$ cat config.mk
export PLATFORM = sky130hd
export DESIGN_NAME = jtag_bs_chain
export DESIGN_NICKNAME = d
export VERILOG_FILES = /design/src/rtl/jtag_bs_chain.sv
export SDC_FILE = /design/constraint.sdc
export NUM_CORES = 1
export LEC_CHECK = 0
export CAP_MARGIN = 5
export CORE_MARGIN = 2
export CORE_UTILIZATION = 44
export CTS_BUF_LIST = sky130_fd_sc_hd__clkbuf_4 sky130_fd_sc_hd__clkbuf_8
export CTS_CLUSTER_SIZE = 28
export DETAILED_ROUTE_END_ITERATION = 7
export PLACE_DENSITY = 0.76
export REMOVE_ABC_BUFFERS = 1
export SKIP_CTS_REPAIR_TIMING = 1
export SLEW_MARGIN = 30
export SYNTH_ARGS = -nofsm -noshare
export SYNTH_HDL_FRONTEND = slang
export SYNTH_SLANG_ARGS = --single-unit
$ cat constraint.sdc
create_clock -name tck_pad_i -period 3.7 [get_ports tck_pad_i]
set_input_delay 0.555 -clock tck_pad_i [delete_from_list [all_inputs] [get_ports tck_pad_i]]
set_output_delay 0.555 -clock tck_pad_i [all_outputs]
set_load 0.01 [all_outputs]
$ cat src/rtl/jtag_bs_chain.sv
// Boundary-scan register chain: input capture cells plus output data and
// output-enable cells per pad, with an update stage that drives the pads
// while EXTEST is the active instruction.
module jtag_bs_chain #(
   parameter int unsigned NUM_IN  = 2,
   parameter int unsigned NUM_OUT = 2,
   parameter int unsigned CNT_W   = 8
) (
   input  logic               tck_pad_i,
   input  logic               trst_pad_i,
   input  logic               capture_dr_o,
   input  logic               shift_dr_o,
   input  logic               update_dr_o,
   input  logic               extest_select_o,
   input  logic               sample_preload_select_o,
   input  logic               tdo_o,
   output logic               bs_chain_tdi_i,
   input  logic [NUM_IN-1:0]  pin_in_i,
   input  logic [NUM_OUT-1:0] core_out_i,
   input  logic [NUM_OUT-1:0] core_oe_i,
   output logic [NUM_IN-1:0]  core_in_o,
   output logic [NUM_OUT-1:0] pad_out_o,
   output logic [NUM_OUT-1:0] pad_oe_o,
   output logic [CNT_W-1:0]   shift_cnt_o
);

   localparam int unsigned L      = NUM_IN + 2 * NUM_OUT;
   localparam int unsigned OutLsb = NUM_IN;
   localparam int unsigned OeLsb  = NUM_IN + NUM_OUT;

   logic [L-1:0]       sr_q, sr_d;
   logic [L-1:0]       upd_q, upd_d;
   logic [CNT_W-1:0]   cnt_q, cnt_d;
   logic               sel;
   logic [NUM_OUT-1:0] upd_out, upd_oe;
   logic [NUM_OUT-1:0] out_src, oe_src;

   assign sel     = extest_select_o | sample_preload_select_o;
   assign upd_out = upd_q[OutLsb +: NUM_OUT];
   assign upd_oe  = upd_q[OeLsb +: NUM_OUT];

   // EXTEST recaptures the driven pad values; SAMPLE/PRELOAD takes the core side
   assign out_src = extest_select_o ? upd_out : core_out_i;
   assign oe_src  = extest_select_o ? upd_oe  : core_oe_i;

   // Next-state: capture beats shift beats update; nothing moves without a select
   always_comb begin
      sr_d  = sr_q;
      upd_d = upd_q;
      cnt_d = cnt_q;
      if (sel) begin
         if (capture_dr_o) begin
            sr_d  = {oe_src, out_src, pin_in_i};
            cnt_d = '0;
         end else if (shift_dr_o) begin
            sr_d = {tdo_o, sr_q[L-1:1]};
            if (cnt_q != {CNT_W{1'b1}}) begin
               cnt_d = cnt_q + 1'b1;
            end
         end else if (update_dr_o) begin
            upd_d = sr_q;
         end
      end
   end

   // State registers with synchronous reset that wins over every strobe
   always_ff @(posedge tck_pad_i) begin
      if (trst_pad_i) begin
         sr_q  <= '0;
         upd_q <= '0;
         cnt_q <= '0;
      end else begin
         sr_q  <= sr_d;
         upd_q <= upd_d;
         cnt_q <= cnt_d;
      end
   end

   assign bs_chain_tdi_i = sr_q[0];
   assign shift_cnt_o    = cnt_q;
   assign core_in_o      = pin_in_i;
   assign pad_out_o      = extest_select_o ? upd_out : core_out_i;
   assign pad_oe_o       = extest_select_o ? upd_oe  : core_oe_i;

endmodule
==> flow_summary.toml <==
[outcome]
status = "complete, no violations"

[job]
cap_violations = 0

[sta]
finalWorstSetupSlack_ns = 1.113
slew_headroom_pct = 56.52
finalSetupViolations = 0
fin_crit_ns = 2.587
fin_crit_sh_pct = 69.92
fin_skew_ns = 0.003120
rsz0062_at_grt = "no"
worstMarginPinSlew_ns = 0.6505
hold_viol = 0
slew_viol_final = 0
max_freq_mhz = 386.6
fin_setup_tns_ns = 0

[logic_synthesis]
synth_cells = 112
yosys.area.top_type = "dfxtp_1"
syn_area_um2 = 930.9
synthAdderAreaFrac_pct = 1.344
synth-compound-area-share_pct = 18.68
async_flop_share_pct = 0
synth_ff_type = "dfxtp_1"
synth.lib_cells_used.distinct = 32
synth_mux_area_share_pct = 11.29
synth_xor_area_share_pct = 0
syn_avg_cell_area_um2 = 8.312
netlist_top_cells_area = "dfxtp_1 (39%), nor2_1 (9.7%), mux2i_1 (6.5%)"
synth_edf_count = 0
ys_seq_area_share_pct = 38.71
synthDominantCellAreaShare_pct = 38.71
ys_seq_elements = 18
netlist_top_cells_count = "nor2_1 (24), dfxtp_1 (18), a21oi_1 (7), nand2_1 (7), mux2i_1 (6)"
synthSimpleGateAreaFrac_pct = 23.66
yosys.cell_count.top_type = "nor2_1"
yosysWarnings = 0
synth_top_family_by_area = "simple AND/OR/NAND/NOR gates"

[clock_network]
cts_buffers = 3
clk_pin_slew_worst_paths_ns = 0.11
clkLatencyLatePin_ns = 0.30
cts_buffer_depth = 2
cts_tree = "built"
clock-sinks = 18
h-tree-depth = 1
clock_tree.root_cell = "clkbuf_4"

[floorplanning]
initial_core_util_pct = 46.97
dieArea_um2 = 2500
coreArea_um2 = 1982
fp.dieW_um = 50.00
pin_count = 29
dieHeight_um = 50.00
row_count = 16

[critical_path]
crit_type = "primary input to output pin"
critPathArrivalTime_ns = 2.03
r2r_start = "shift_cnt_o[0]$_SDFFE_PP0P_"
timing.critical_path.mode_cell = "clkdlybuf4s50_1"
critical_path.endpoint_type = "output pin"
reg2reg_to = "shift_cnt_o[1]$_SDFFE_PP0P_"
critical_path_required_ns = 3.14
critPathMaxFanout = 7
ff2ff_setup_slack_ns = 1.86
r2r_cells = 5
cp_slowest_cell = "clkdlybuf4s50_1"
path_cells = "clkdlybuf4s50_1, mux2_2, clkdlybuf4s50_1"
start_kind = "primary input"
slowest_delay_ns = 0.61

[drt]
drt-vias-per-instance = 5.793
drc = 0
drtPass1Iterations = 4
ant_nets = 0
wl_um = 2156
drt_iter0_markers = 20
vias = 950
drt-wirelength-per-cell_um = 13.15

[layout]
area_delta_synth_final_pct = 33.33
nFillCells = 173
nNetsFinal = 153
antenna_cells = 0
drive_above_1_share_pct = 8.759

[grt]
grt_pass1_wl_um = 3581
first_global_vias = 858
grt_start_max_net_pins = 19
overflow = 0
antenna_found_initial = 0
grt_util_all_layers_pct = 18.57

[placed_design]
routabilityCongestion = 0.8456
place_ws_ns = 1.117
port-buffer-count = 28
dp_hpwl_um = 1594

[hold_path]
holdPathStages = 2
hold_class = "register to register"
holdPathEnd = "sr_q[1]$_SDFFE_PP0P_"
min_from = "sr_q[1]$_SDFFE_PP0P_"

[power_and_ir_drop]
leakage_nw = 0.4317
cellPowerDensity_nw_per_um2 = 321.1
vdd_drop_max_mv = 0.1844
power.total_uw = 398.5
==> sequential cells by signal, summed over array words and instances (netlist names) <==
signal and count:
shift_cnt_o 8, sr_q 6, upd_q 4
==> placed cells by master (no fill, tap or decap), drive strengths merged, types with 3 or more instances in the layout <==
cell	n
clkdlybuf4s50	28
nor2	24
dfxtp	18
nand2	7
a21oi	7
mux2i	6
mux2	4
o31a	4
nand3	4
nor3	4
clkbuf	4
a211oi	3
a31oi	3
==> stage by stage <==
| step | area [um^2] | hold WS [ns] | util (%) | std cells |
|---|---|---|---|---|
| after floorplan | 883.3 | 0.4544 | - | 104 |
| after global placement | 1205 | 0.4832 | 60.80 | 160 |
| after detailed placement | 1205 | 0.4946 | 60.80 | 160 |
| after CTS | 1241 | 0.5159 | 62.63 | 164 |
| after global routing | 1241 | 0.5302 | 62.63 | 164 |
| final | 1241 | 0.5125 | 62.63 | 164 |
==> worst max-delay path: cells and delay by family <==
family   cells  cell delay [ns]
buf+inv      2             1.09
mux          1             0.38
==> cell families after synthesis <==
| group | after synthesis |
|---|---|
| DFF | 18 |
| muxes | 10 |
| AOI/OAI and AO/OA | 25 |
| and+or+nand+nor | 47 |
| buffers and inverters | 11 |
| adders and majority gates | 1 |
==> layout make-up <==
| class | count | area (um^2) | share of cell area [%] |
|---|---|---|---|
| Multi-Input combinational cell | 83 | 511.7 | 41.23 |
| Tap cell | 27 | 33.78 | 2.722 |
| Sequential cell | 18 | 360.3 | 29.03 |
| Clock buffer | 4 | 36.28 | 2.923 |
| Inverter | 3 | 11.26 | 0.9073 |
| Timing Repair Buffer | 29 | 287.8 | 23.19 |
==> power breakdown <==
group	leakage, nW	switching, mW	internal [mW]
registers	0.146	0.00449	0.200
clock network	0.0210	0.0645	0.0600
logic	0.264	0.0320	0.0376
total	0.432	0.101	0.298
==> per-layer routing <==
layer / wire length, um / global-route usage, % / up-vias
met5: 0 / 0 / -
met4: 23 / 7.870 / 0
met3: 115 / 2.727 / 4
met2: 1050 / 33.11 / 37
met1: 966 / 21.72 / 450
li1: - / - / 459
==> worst max-delay path by stage <==
stage                                           start                     endpoint  slack (ns)  cells past startpoint
after CTS                             extest_select_o                  pad_oe_o[1]        1.11                      3
after global placement                extest_select_o                  pad_oe_o[1]        1.14                      3
final                                 extest_select_o                  pad_oe_o[1]        1.11                      3
after detailed placement              extest_select_o                  pad_oe_o[1]        1.12                      3
after floorplan           shift_cnt_o[0]$_SDFFE_PP0P_  shift_cnt_o[5]$_SDFFE_PP0P_        2.16                      5
after global routing                  extest_select_o                  pad_oe_o[1]        1.10                      3
Power figures use the tool's default switching activity.
